==> config.mk <==
export PLATFORM = sky130hd
export DESIGN_NAME = sync_framer_tx
export DESIGN_NICKNAME = d
export VERILOG_FILES = /design/src/rtl/fec_frame_pkg.sv /design/src/rtl/frame_cksum_acc.sv /design/src/rtl/sync_framer_tx.sv
export SDC_FILE = /design/constraint.sdc
export NUM_CORES = 1
export LEC_CHECK = 0
export ABC_AREA = 1
export BUFFER_PORTS_ARGS = -buffer_cell sky130_fd_sc_hd__buf_4
export CORE_ASPECT_RATIO = 0.6
export CORE_MARGIN = 5
export CORE_UTILIZATION = 39
export DETAILED_ROUTE_END_ITERATION = 10
export GPL_TIMING_DRIVEN = 0
export SYNTH_ARGS = -nofsm -noshare
export SYNTH_HDL_FRONTEND = slang
export SYNTH_HIERARCHICAL = 1
export SYNTH_SLANG_ARGS = --single-unit
==> constraint.sdc <==
create_clock -name clk -period 2.4 [get_ports clk]
set_input_delay 0.48 -clock clk [delete_from_list [all_inputs] [get_ports clk]]
set_output_delay 0.48 -clock clk [all_outputs]
set_load 0.01 [all_outputs]
==> src/rtl/fec_frame_pkg.sv <==
// fec_frame_pkg: framing constants, header layout and FSM states shared by the framer and deframer
package fec_frame_pkg;
  localparam logic [31:0] SYNC_WORD_C = 32'h1ACF_FC1D;
  localparam logic [31:0] FILL_WORD_C = 32'h0000_0000;
  localparam int PAYLOAD_WORDS_C = 16;
  localparam int FRAMES_PER_BLOCK_C = 255;
  localparam int FRAME_OVERHEAD = 3;
  localparam int HDR_BID_LSB = 16;
  localparam int HDR_FIB_LSB = 0;
  typedef enum logic [2:0] {ST_IDLE, ST_SYNC, ST_HDR, ST_PAY, ST_CKSUM} frm_state_e;
  function automatic int frame_len(input int payload_words);
    return payload_words + FRAME_OVERHEAD;
  endfunction
  function automatic logic [31:0] mk_hdr(input logic [15:0] bid, input logic [15:0] fib);
    return (32'(bid) << HDR_BID_LSB) | (32'(fib) << HDR_FIB_LSB);
  endfunction
endpackage

==> src/rtl/frame_cksum_acc.sv <==
// frame_cksum_acc: running XOR of the HDR and payload words of the frame being built
module frame_cksum_acc #(
  parameter int W = 32
) (
  input  logic         clk,
  input  logic         rst,
  input  logic         clr,
  input  logic         acc,
  input  logic [W-1:0] d,
  output logic [W-1:0] sum
);
  always_ff @(posedge clk)
    if (rst || clr) sum <= '0;
    else if (acc) sum <= sum ^ d;
endmodule

==> src/rtl/sync_framer_tx.sv <==
// sync_framer_tx: packs the payload stream into SYNC/HDR/PAYLOAD/CKSUM frames, filling on underrun
module sync_framer_tx
  import fec_frame_pkg::*;
#(
  parameter int W = 32,
  parameter int PAYLOAD_WORDS = PAYLOAD_WORDS_C,
  parameter int FRAMES_PER_BLOCK = FRAMES_PER_BLOCK_C,
  parameter logic [W-1:0] SYNC_WORD = W'(SYNC_WORD_C),
  parameter logic [W-1:0] FILL_WORD = W'(FILL_WORD_C)
) (
  input  logic         clk,
  input  logic         rst,
  input  logic         en,
  input  logic [W-1:0] in_data,
  input  logic         in_valid,
  output logic         in_ready,
  output logic [W-1:0] out_data,
  output logic         out_valid,
  input  logic         out_ready,
  output logic         out_sof,
  output logic         out_eof,
  output logic [15:0]  tx_block_id,
  output logic [15:0]  tx_frame_in_block,
  output logic [31:0]  underrun_cnt
);
  localparam int PW = $clog2(PAYLOAD_WORDS + 1);
  frm_state_e state, cur;
  logic [PW-1:0] pay_cnt;
  logic [15:0] block_id, frame_in_block;
  logic [W-1:0] sum, nxt_word;
  logic load, last_pay, last_fib;
  // IDLE with en behaves as SYNC so the sync word leaves one cycle after en rises
  always_comb begin
    cur = (state == ST_IDLE && en) ? ST_SYNC : state;
    load = cur != ST_IDLE && (!out_valid || out_ready);
    in_ready = load && state == ST_PAY;
    last_pay = pay_cnt == PW'(PAYLOAD_WORDS - 1);
    last_fib = frame_in_block == 16'(FRAMES_PER_BLOCK - 1);
    nxt_word = cur == ST_SYNC ? SYNC_WORD :
               cur == ST_HDR  ? W'(mk_hdr(block_id, frame_in_block)) :
               cur == ST_PAY  ? (in_valid ? in_data : FILL_WORD) : sum;
  end
  frame_cksum_acc #(.W(W)) u_cksum (
    .clk(clk),
    .rst(rst),
    .clr(load && cur == ST_SYNC),
    .acc(load && (cur == ST_HDR || cur == ST_PAY)),
    .d(nxt_word),
    .sum(sum)
  );
  always_ff @(posedge clk)
    if (rst) begin
      state <= ST_IDLE;
      pay_cnt <= '0;
      block_id <= '0;
      frame_in_block <= '0;
      out_data <= '0;
      out_valid <= 1'b0;
      out_sof <= 1'b0;
      out_eof <= 1'b0;
      tx_block_id <= '0;
      tx_frame_in_block <= '0;
      underrun_cnt <= '0;
    end else if (load) begin
      out_data <= nxt_word;
      out_valid <= 1'b1;
      out_sof <= cur == ST_SYNC;
      out_eof <= cur == ST_CKSUM;
      state <= cur == ST_SYNC ? ST_HDR :
               cur == ST_HDR  ? ST_PAY :
               cur == ST_PAY  ? (last_pay ? ST_CKSUM : ST_PAY) :
               en ? ST_SYNC : ST_IDLE;
      pay_cnt <= (cur == ST_PAY && !last_pay) ? pay_cnt + 1'b1 : '0;
      if (cur == ST_SYNC) begin
        tx_block_id <= block_id;
        tx_frame_in_block <= frame_in_block;
      end
      // counters advance at CKSUM so HDR of the next frame already sees the new values
      if (cur == ST_CKSUM) begin
        frame_in_block <= last_fib ? '0 : frame_in_block + 1'b1;
        if (last_fib) block_id <= block_id + 1'b1;
      end
      if (cur == ST_PAY && !in_valid && underrun_cnt != '1) underrun_cnt <= underrun_cnt + 32'd1;
    end else if (out_ready) begin
      out_valid <= 1'b0;
    end
endmodule
==> impl_metrics.csv, run 1 <==
group,metric,value,unit
worst_setup_path,critical_path.top_delay_family,"compound AO/OA/AOI/OAI gates",
clock_network,clk_latency,0.43,ns
clock_network,cts.sinks,171,
synth,synth.largest_area_cell,"dfxtp_1",
clock_network,htree_levels,4,
synth,synth.area.top_cells,"dfxtp_1, nand2_1, a21oi_1, nor2_1, nand3_1",
cells_and_area,layout-drive-gt1-share,14.6,%
synth,ys_seq_area_share,38.9,%
timing,fmax,454,MHz
synth,syn_inst,1331,
floorplan,core,0.0221,mm²
detailed_routing,vias_per_cell,5.25,
place,gp_congestion,0.941,
worst_hold_path,hp-start,"rst",
worst_setup_path,path_cells,"o21ai_1, inv_1, clkbuf_1, nor4_1, inv_1, a21oi_1, nor2_1",
grt,gr-usage-met2,31.3,%
clock_network,clk_path_buf_depth,2,
worst_setup_path,worst_path_most_repeated_cell,"inv_1",
cells_and_area,design_area,0.0108,mm²
power,leakagePower,4.21,nW
worst_setup_path,critPathLaunchType,"flip-flop",
grt,gr-usage-all-layers,24.2,%
floorplan,start_util,39.8,%
timing,post-route-min-period,2.20,ns
worst_setup_path,critPathSlowestCell,"nor4_1",
detailed_routing,wl,31.9,mm
worst_setup_path,worst_ep_required_time,2.72,ns
worst_hold_path,min_path_type,"input port to flip-flop",
synth,synth_area_per_cell,6.61,µm²
floorplan,dieArea,0.0258,mm²
worst_setup_path,criticalPathCategory,"flip-flop to flip-flop",
power,peakVddDrop,0.529,mV
detailed_routing,first_iter_violations,943,
worst_setup_path,timing.rr.start,"state[0]$_SDFFE_PP0P_",
detailed_routing,wl_per_cell,17.7,µm
grt,grt_util_met1,38.7,%
place,dp_hpwl,24.6,mm
worst_setup_path,cp-end-kind,"flip-flop",
worst_setup_path,path_max_fanout,10,
cells_and_area,nets,1528,
grt,grt_overflow_total,0,
grt,grt_first_pass_wirelength,49.1,mm
floorplan,die_h,126,µm
timing,hold_viol_final,0,
detailed_routing,drtPass1Iterations,5,
clock_network,root_buffer,"clkbuf_16",
power,power.density,677,mW/mm²
timing,fin_tns_setup,0,ns
clock_network,path_clk_slew,0.06,ns
timing,relSlewSlack,51.4,%
timing,min_period_over_period,91.8,%
synth,netlist_area,0.00880,mm²
place,placement.io_buffers,135,
worst_setup_path,critPathBufInv,3,
clock_network,cts_buffers,17,
cells_and_area,diodes,0,
synth,synth.net_count,1374,
worst_setup_path,arrival,2.53,ns
grt,grt_antenna_before_repair,0,
grt,grt_pass1_vias,8606,
detailed_routing,ant_nets,0,
timing,tightestPinTransition,0.729,ns
grt,use_met3,7.37,%
floorplan,rows,42,
cells_and_area,final_cells,1804,
synth,synth.top_cell.area_share,38.9,%
synth,ys_ff_latch,171,
clock_network,cts_tree,"done",
grt,grt_max_degree,17,
timing,rsz0062_at_grt,"false",
timing,finClkSkew,0.00906,ns
floorplan,design.portCount,137,
cells_and_area,area_growth,22.5,%
job,maxCapViolations,0,
place,placed_cells,1774,
timing,drv_slew,0,
worst_setup_path,slowest_delay,0.52,ns
detailed_routing,drc_errors,0,
place,placed_area,0.0102,mm²
floorplan,fp.dieW,204,µm
timing,finalSetupViolations,0,
clock_network,ctsHoldBuffers,0,
synth,synth.distinct_cells,34,
synth,synth_warnings,6,
detailed_routing,vias,9474,
worst_setup_path,startpoint,"state[0]$_SDFFE_PP0P_",
outcome,status,"finished clean",
grt,busiest_layer,"met1",
## routing by layer
metal  vias up  part of all wire [%]
met5         -                     0
met4         0                  0.84
met3        23                   9.7
met2       373                    38
met1      4425                    52
li1       4653                     -
## worst paths after layout
check,slack [ns],to,cells after the start
worst min-delay path,0.40,u_cksum/sum[29]$_SDFFE_PP0P_,4
worst min register to register,0.47,block_id[13]$_SDFFE_PP0P_,2
worst max-delay path,0.20,u_cksum/sum[25]$_SDFFE_PP0P_,7
worst max register to register,0.20,u_cksum/sum[25]$_SDFFE_PP0P_,7
## logic make-up after synthesis
family                     Yosys count  share of synthesized area [%]
and+or+nand+nor                    707                           34.6
adders and majority gates            6                          0.853
buffers and inverters              180                           9.21
DFF                                171                           38.9
AOI/OAI and AO/OA                  248                           14.5
xor gates and xnor gates            19                           1.89
## per-stage QoR
| step | power [W] | hold WS (ns) | setup slack, ns | util (%) |
|---|---|---|---|---|
| 2_1_floorplan | 0.00390 | 0.444 | 0.514 | - |
| 3_3_place_gp | 0.00449 | 0.455 | 0.0743 | 46.1 |
| 3_5_place_dp | 0.00451 | 0.460 | 0.00329 | 46.1 |
| 4_1_cts | 0.00731 | 0.383 | 0.155 | 48.7 |
| 5_1_grt | 0.00760 | 0.404 | 0.00303 | 48.7 |
| 6_report | 0.00730 | 0.404 | 0.196 | 48.7 |
## flip-flops by register name, summed over array words and instances (netlist names), 3 cells and up
name / flops
underrun_cnt: 32
tx_frame_in_block: 16
state: 3
pay_cnt: 5
tx_block_id: 16
frame_in_block: 16
block_id: 16
u_cksum/sum: 32
out_data: 32
## cell usage in the layout (no fill, tap or decap), types with 3 or more instances in the layout
cell type and count:
clkbuf_16 17, clkbuf_1 34, o21ai_0 71, inv_1 108, nand2_1 333, nor2_4 6, buf_4 137, clkinvlp_4 3
nand3b_1 16, ha_1 6, nor2_1 196, o211ai_1 13, inv_2 6, buf_2 17, nand4_1 20, buf_6 14
nor3_1 21, nor4_1 19, a21oi_1 161, dfxtp_1 170, bufinv_16 3, xor2_1 17, nand2_2 3, nand3_1 85
## worst min-delay path, stage by stage
cell	delay, ns
buf_4	0.14
nor2_4	0.07
nand2_1	0.07
nor2_1	0.03
## report_power, final
part | internal [W] | switching [W] | total, W
Clock | 0.00165 | 0.00117 | 0.00282
Combinational | 0.000483 | 0.000834 | 0.00132
Sequential | 0.00303 | 0.000130 | 0.00316
## Yosys cell counts, drive strengths merged
library cell  count
a211oi            1
a21oi           161
a31oi             1
and3              1
buf              36
clkbuf           30
dfxtp           171
ha                6
inv             114
nand2           337
nand3            87
nand3b           16
nand4            20
nor2            205
nor3             21
nor4             19
o211ai           13
o21ai            72
or2               1
xnor2             2
xor2             17
## repair_timing
action | CTS | global route
resized for setup | 0 | 3
setup endpoints to repair | 0 | 27
endpoints found under the hold margin | 0 | 0
buffers inserted | 0 | 0
## final cells by class
class,count,area [µm²]
timing repair buffer,135,1010
clock buffer,23,458
buffer,66,384
clock inverter,7,118
sequential,171,3420
multi-input combinational,980,4570
tap,308,385
fill,2285,11300
inverter,114,428
(Power assumes the default switching activity.)
==> run 2, diff against run 1 <==
--- a/config.mk
+++ b/config.mk
@@ -9,9 +9,10 @@
 export BUFFER_PORTS_ARGS = -buffer_cell sky130_fd_sc_hd__buf_4
 export CORE_ASPECT_RATIO = 0.6
 export CORE_MARGIN = 5
-export CORE_UTILIZATION = 39
+export CORE_UTILIZATION = 57
 export DETAILED_ROUTE_END_ITERATION = 10
 export GPL_TIMING_DRIVEN = 0
+export PLACE_DENSITY = 0.8
 export SYNTH_ARGS = -nofsm -noshare
 export SYNTH_HDL_FRONTEND = slang
 export SYNTH_HIERARCHICAL = 1
==> impl_metrics.csv, run 2 (synthesis results as in run 1) <==
group,metric,value,unit
outcome,status,"finished clean",
timing,finClkSkew,0.0146,ns
clock_network,cts.sinks,171,
timing,finalSetupViolations,0,
clock_network,root_buffer,"clkbuf_16",
timing,relSlewSlack,53.7,%
cells_and_area,final_common_cell,"nand2_1",
cells_and_area,top_regs,"out_data: 32 flops, u_cksum/sum: 32 flops, underrun_cnt: 32 flops",
floorplan,dieArea,0.0181,mm²
timing,hold_viol_final,0,
worst_setup_path,arrival,2.54,ns
detailed_routing,wl,30.3,mm
place,dp_hpwl,22.9,mm
clock_network,cts_buffers,17,
clock_network,cts_tree,"done",
clock_network,clk_path_buf_depth,2,
timing,fin_hold_ws,0.420,ns
timing,drv_slew,0,
timing,rsz0062_at_grt,"false",
detailed_routing,drtPass1Iterations,6,
clock_network,htree_levels,4,
clock_network,clk_latency,0.44,ns
worst_setup_path,worst_ep_required_time,2.68,ns
worst_setup_path,cp-end-kind,"flip-flop",
worst_setup_path,critPathLaunchType,"flip-flop",
grt,gr-usage-all-layers,32.8,%
worst_setup_path,critPathSlowestCell,"dfxtp_1",
detailed_routing,first_iter_violations,1134,
clock_network,post_cts_resized,0,
clock_network,postCtsSetupBuffers,0,
detailed_routing,vias_per_cell,5.72,
timing,fin_tns_setup,0,ns
clock_network,ctsHoldBuffers,0,
grt,grt_overflow_total,0,
worst_setup_path,path_max_fanout,10,
cells_and_area,area_growth,21.1,%
floorplan,rows,35,
power,power.density,682,mW/mm²
floorplan,start_util,57.8,%
cells_and_area,nets,1528,
worst_setup_path,criticalPathCategory,"flip-flop to flip-flop",
timing,tightestPinTransition,0.695,ns
power,leakagePower,4.22,nW
floorplan,fp.dieW,170,µm
grt,grt_pass1_vias,8725,
cells_and_area,diodes,0,
detailed_routing,vias,9734,
worst_setup_path,slowest_delay,0.43,ns
detailed_routing,drc_errors,0,
power,p_total,0.00726,W
timing,timing.final.ws_setup,0.143,ns
timing,fmax,443,MHz
worst_setup_path,worst_path_most_repeated_cell,"nand2_1",
timing,min_period_over_period,94.0,%
floorplan,core,0.0152,mm²
cells_and_area,layout-drive-gt1-share,15.0,%
floorplan,die_h,106,µm
grt,grt_max_degree,17,
detailed_routing,ant_nets,0,
power,peakVddDrop,0.393,mV
cells_and_area,layout_common_cells,"nand2_1, nor2_1, dfxtp_1, a21oi_1, buf_4",
worst_hold_path,min_path_type,"input port to flip-flop",
floorplan,design.portCount,137,
clock_network,path_clk_slew,0.07,ns
worst_setup_path,path_cells,"ha_1, clkbuf_2, nand2_1, nor2_2, nand2_1, nor2_4, nand2_4, nand2_2, nor2_4, buf_4, nand2_1, a21oi_1",
place,placement.io_buffers,135,
place,place_ws,0.0636,ns
detailed_routing,wl_per_cell,17.8,µm
job,maxCapViolations,0,
grt,grt_first_pass_wirelength,46.8,mm
place,gp_congestion,1.04,
grt,grt_antenna_before_repair,0,
timing,post-route-min-period,2.26,ns
==> run 2: final cells by class <==
cell class / count / area, µm²
Fill cell: 1354 / 4580
Sequential cell: 171 / 3420
Clock buffer: 20 / 457
Multi-Input combinational cell: 980 / 4570
Clock inverter: 12 / 128
Inverter: 114 / 428
Buffer: 66 / 384
Timing Repair Buffer: 135 / 1010
Tap cell: 203 / 254
==> run 2: metrics by stage <==
stage | instance area (µm²) | cells | util [%]
floorplan | 8800 | 1331 | -
global placement | 10100 | 1669 | 66.1
detailed placement | 10100 | 1669 | 66.1
CTS | 10700 | 1701 | 69.9
global route | 10700 | 1701 | 69.9
finish | 10700 | 1701 | 69.9
==> run 2: layer usage <==
layer | share of wire [%] | GRT usage, % | wire length, µm | up-vias
met5 | 0 | 0 | 0 | -
met4 | 1.1 | 5.81 | 342 | 0
met3 | 15 | 12.2 | 4510 | 36
met2 | 38 | 43.4 | 11600 | 581
met1 | 46 | 50.5 | 13800 | 4470
li1 | - | - | - | 4647
==> run 2: final timing paths <==
path / slack, ns / to / start / cells after the start
worst min-delay path: 0.42 / u_cksum/sum[29]$_SDFFE_PP0P_ / rst / 4
worst min register to register: 0.47 / block_id[13]$_SDFFE_PP0P_ / block_id[13]$_SDFFE_PP0P_ / 2
worst max-delay path: 0.14 / underrun_cnt[7]$_SDFFE_PP0P_ / underrun_cnt[1]$_SDFFE_PP0P_ / 12
worst max register to register: 0.14 / underrun_cnt[7]$_SDFFE_PP0P_ / underrun_cnt[1]$_SDFFE_PP0P_ / 12
==> run 2: worst max-delay path, delay by kind of cell, from the launching register on <==
kind                     cells  cell delay, ns
AND/OR/NAND/NOR              8            1.00
AO/OA/AOI/OAI                1            0.07
adder cells (fa/ha/maj)      1            0.19
flip-flops                   1            0.43
buffers and inverters        2            0.41
==> run 2: where the power goes <==
group	switching, W	internal (W)
registers	0.000125	0.00303
clock network	0.00130	0.00152
logic	0.000819	0.000483
total	0.00224	0.00502
==> run 3, diff against run 2 <==
--- a/config.mk
+++ b/config.mk
@@ -7,13 +7,13 @@
 export LEC_CHECK = 0
 export ABC_AREA = 1
 export BUFFER_PORTS_ARGS = -buffer_cell sky130_fd_sc_hd__buf_4
+export CELL_PAD_IN_SITES_DETAIL_PLACEMENT = 2
+export CELL_PAD_IN_SITES_GLOBAL_PLACEMENT = 2
 export CORE_ASPECT_RATIO = 0.6
 export CORE_MARGIN = 5
-export CORE_UTILIZATION = 57
+export CORE_UTILIZATION = 31
 export DETAILED_ROUTE_END_ITERATION = 10
-export GPL_TIMING_DRIVEN = 0
-export PLACE_DENSITY = 0.8
+export PLACE_DENSITY_LB_ADDON = 0.1
 export SYNTH_ARGS = -nofsm -noshare
 export SYNTH_HDL_FRONTEND = slang
-export SYNTH_HIERARCHICAL = 1
 export SYNTH_SLANG_ARGS = --single-unit
==> impl_metrics.csv, run 3 <==
group,metric,value,unit
cells_and_area,nets,1470,
worst_hold_path,worstHoldEndpoint,"out_data[21]$_SDFFE_PP0P_",
place,gp_congestion,0.911,
clock_network,ctsHoldBuffers,0,
cells_and_area,layout-drive-gt1-share,16.1,%
power,leakagePower,4.03,nW
timing,post-route-min-period,2.30,ns
clock_network,cts_buffers,17,
power,p_sw_share,29.7,%
worst_setup_path,cp-end-kind,"output port",
grt,grt_antenna_before_repair,1,
clock_network,cts.sinks,171,
detailed_routing,first_iter_violations,525,
worst_setup_path,arrival,1.82,ns
floorplan,start_util,31.8,%
worst_hold_path,holdPathStages,2,
timing,fin_tns_setup,0,ns
grt,grt_pass1_vias,9758,
timing,hold_viol_final,0,
grt,gr-usage-all-layers,24.3,%
worst_setup_path,reg2reg_slack,0.29,ns
timing,min_period_over_period,95.7,%
synth,synth_ff_type,"dfxtp_1",
power,switching_power,0.00217,W
synth,netlist_area,0.00849,mm²
power,peakVddDrop,0.428,mV
timing,drv_slew,0,
worst_setup_path,path_max_fanout,30,
detailed_routing,routed-wl-met2,15.7,mm
synth,synthMostInstantiatedCell,"nand2_1",
worst_setup_path,critPathLaunchType,"flip-flop",
cells_and_area,final_common_cell,"nand2_1",
floorplan,die_h,138,µm
cells_and_area,layout_common_cells,"nand2_1, buf_4, nor2_1, dfxtp_1, a21oi_1",
detailed_routing,dr_wl_met3,2.01,mm
place,dp_hpwl,29.0,mm
synth,synth.distinct_cells,34,
worst_setup_path,rr_worst_depth,10,
synth,syn_inst,1287,
floorplan,rows,46,
clock_network,postCtsSetupBuffers,0,
power,internal_power,0.00513,W
detailed_routing,vias,9458,
synth,ys_ff_latch,171,
synth,synth_area_per_cell,6.60,µm²
power,clock_power_share,40.4,%
worst_hold_path,min_path_type,"input port to flip-flop",
clock_network,cts_tree,"done",
synth,synth.net_count,1330,
timing,rsz0062_at_grt,"false",
clock_network,path_clk_slew,0.07,ns
grt,grt_max_degree,63,
place,placed_cells,1768,
clock_network,post_cts_resized,0,
detailed_routing,wl_met1,20.0,mm
worst_setup_path,criticalPathCategory,"flip-flop to output port",
outcome,status,"finished clean",
detailed_routing,wl_per_cell,21.2,µm
synth,synth.largest_area_cell,"dfxtp_1",
floorplan,core,0.0267,mm²
grt,grt_overflow_total,0,
detailed_routing,drtPass1Iterations,5,
synth,synth.top_cell.area_share,40.3,%
detailed_routing,ant_nets,0,
synth,ys_async_sr_fraction,0,%
power,combPwrFrac,16.8,%
worst_setup_path,timing.rr.start,"underrun_cnt[1]$_SDFFE_PP0P_",
detailed_routing,dr.max_layer_used,"met5",
timing,tightestPinTransition,0.723,ns
worst_setup_path,r2r-end,"underrun_cnt[18]$_SDFFE_PP0P_",
floorplan,design.portCount,137,
clock_network,htree_levels,4,
worst_setup_path,worst_ep_required_time,1.92,ns
cells_and_area,final_cells,1799,
cells_and_area,top_regs,"out_data: 32 flops, u_cksum.sum: 32 flops, underrun_cnt: 32 flops",
synth,synth.area.top_cells,"dfxtp_1, nand2_1, a21oi_1, nor2_1, nand3_1",
clock_network,clk_latency,0.45,ns
worst_hold_path,hp-start,"rst",
timing,finClkSkew,0.0105,ns
power,p_total,0.00729,W
place,placement.io_buffers,136,
cells_and_area,diodes,0,
detailed_routing,drc_errors,0,
synth,ys_seq_area_share,40.3,%
timing,fmax,435,MHz
synth,synth_edf_count,0,
detailed_routing,vias_per_cell,5.26,
synth,synthTopCellsByCount,"nand2_1, nor2_1, dfxtp_1",
synth,synth_warnings,0,
clock_network,clk_path_buf_depth,2,
power,power.density,682,mW/mm²
detailed_routing,wl,38.1,mm
cells_and_area,area_growth,26.0,%
clock_network,root_buffer,"clkbuf_16",
floorplan,dieArea,0.0309,mm²
job,maxCapViolations,0,
power,p_seq_share,42.8,%
floorplan,fp.dieW,224,µm
timing,finalSetupViolations,0,
grt,grt_first_pass_wirelength,58.9,mm
timing,relSlewSlack,51.7,%
run 3: final cells by class:
| cell class | count | area, µm² |
|---|---|---|
| multi-input cells | 985 | 4550 |
| fillers | 3231 | 16000 |
| flip-flops and latches | 171 | 3420 |
| clock buffers | 18 | 439 |
| repair buffers | 178 | 1390 |
| inverters | 74 | 278 |
| well taps | 360 | 450 |
| clock inverters | 13 | 166 |
run 3: stage by stage:
step	util (%)	hold WS, ns	cell area [µm²]	worst slack (ns)
2_1_floorplan	-	0.444	8490	0.517
3_3_place_gp	37.8	0.455	10100	0.335
3_5_place_dp	37.8	0.459	10100	0.306
4_1_cts	40.1	0.267	10700	0.0721
5_1_grt	40.1	0.291	10700	0.00611
6_report	40.1	0.299	10700	0.104
run 3: worst max path at each step:
stage | startpoint | end | slack (ns) | cells after the start
detailed placement | out_ready | u_cksum.sum[0]$_SDFFE_PP0P_ | 0.31 | 8
CTS | state[2]$_SDFFE_PP0P_ | in_ready | 0.07 | 6
global placement | out_ready | u_cksum.sum[0]$_SDFFE_PP0P_ | 0.33 | 8
finish | state[2]$_SDFFE_PP0P_ | in_ready | 0.10 | 6
floorplan | underrun_cnt[0]$_SDFFE_PP0P_ | underrun_cnt[11]$_SDFFE_PP0P_ | 0.52 | 11
global route | state[2]$_SDFFE_PP0P_ | in_ready | 0.006 | 6
run 3: critical path: stages, from the launching register on:
cell and delay (ns):
dfxtp_1 0.55, nor2_1 0.12, nand3_1 0.12, nand2_2 0.09, buf_12 0.18, nor2_1 0.15
buf_4 0.15
run 3: routing by layer:
layer / track usage (%) / vias up
met5: 0 / -
met4: 4.70 / 2
met3: 4.59 / 23
met2: 34.4 / 194
met1: 38.1 / 4732
li1: - / 4507
run 3: cell families after synthesis:
| logic type | count (synthesis) | synth area share [%] |
|---|---|---|
| flip-flops | 171 | 40.3 |
| AO/OA/AOI/OAI | 215 | 12.9 |
| buffers and inverters | 131 | 6.26 |
| AND/OR/NAND/NOR | 743 | 37.5 |
| adder cells (fa/ha/maj) | 6 | 0.884 |
| XOR/XNOR | 21 | 2.17 |
run 3: power groups by stage:
| stage | Sequential (W) | Combinational (W) | Clock, W |
|---|---|---|---|
| 2_1_floorplan | 0.00322 | 0.000598 | 0 |
| 6_report | 0.00312 | 0.00123 | 0.00295 |
| 4_1_cts | 0.00312 | 0.00124 | 0.00303 |
| 3_3_place_gp | 0.00318 | 0.00118 | 0 |
| 3_5_place_dp | 0.00318 | 0.00123 | 0 |
| 5_1_grt | 0.00314 | 0.00135 | 0.00313 |
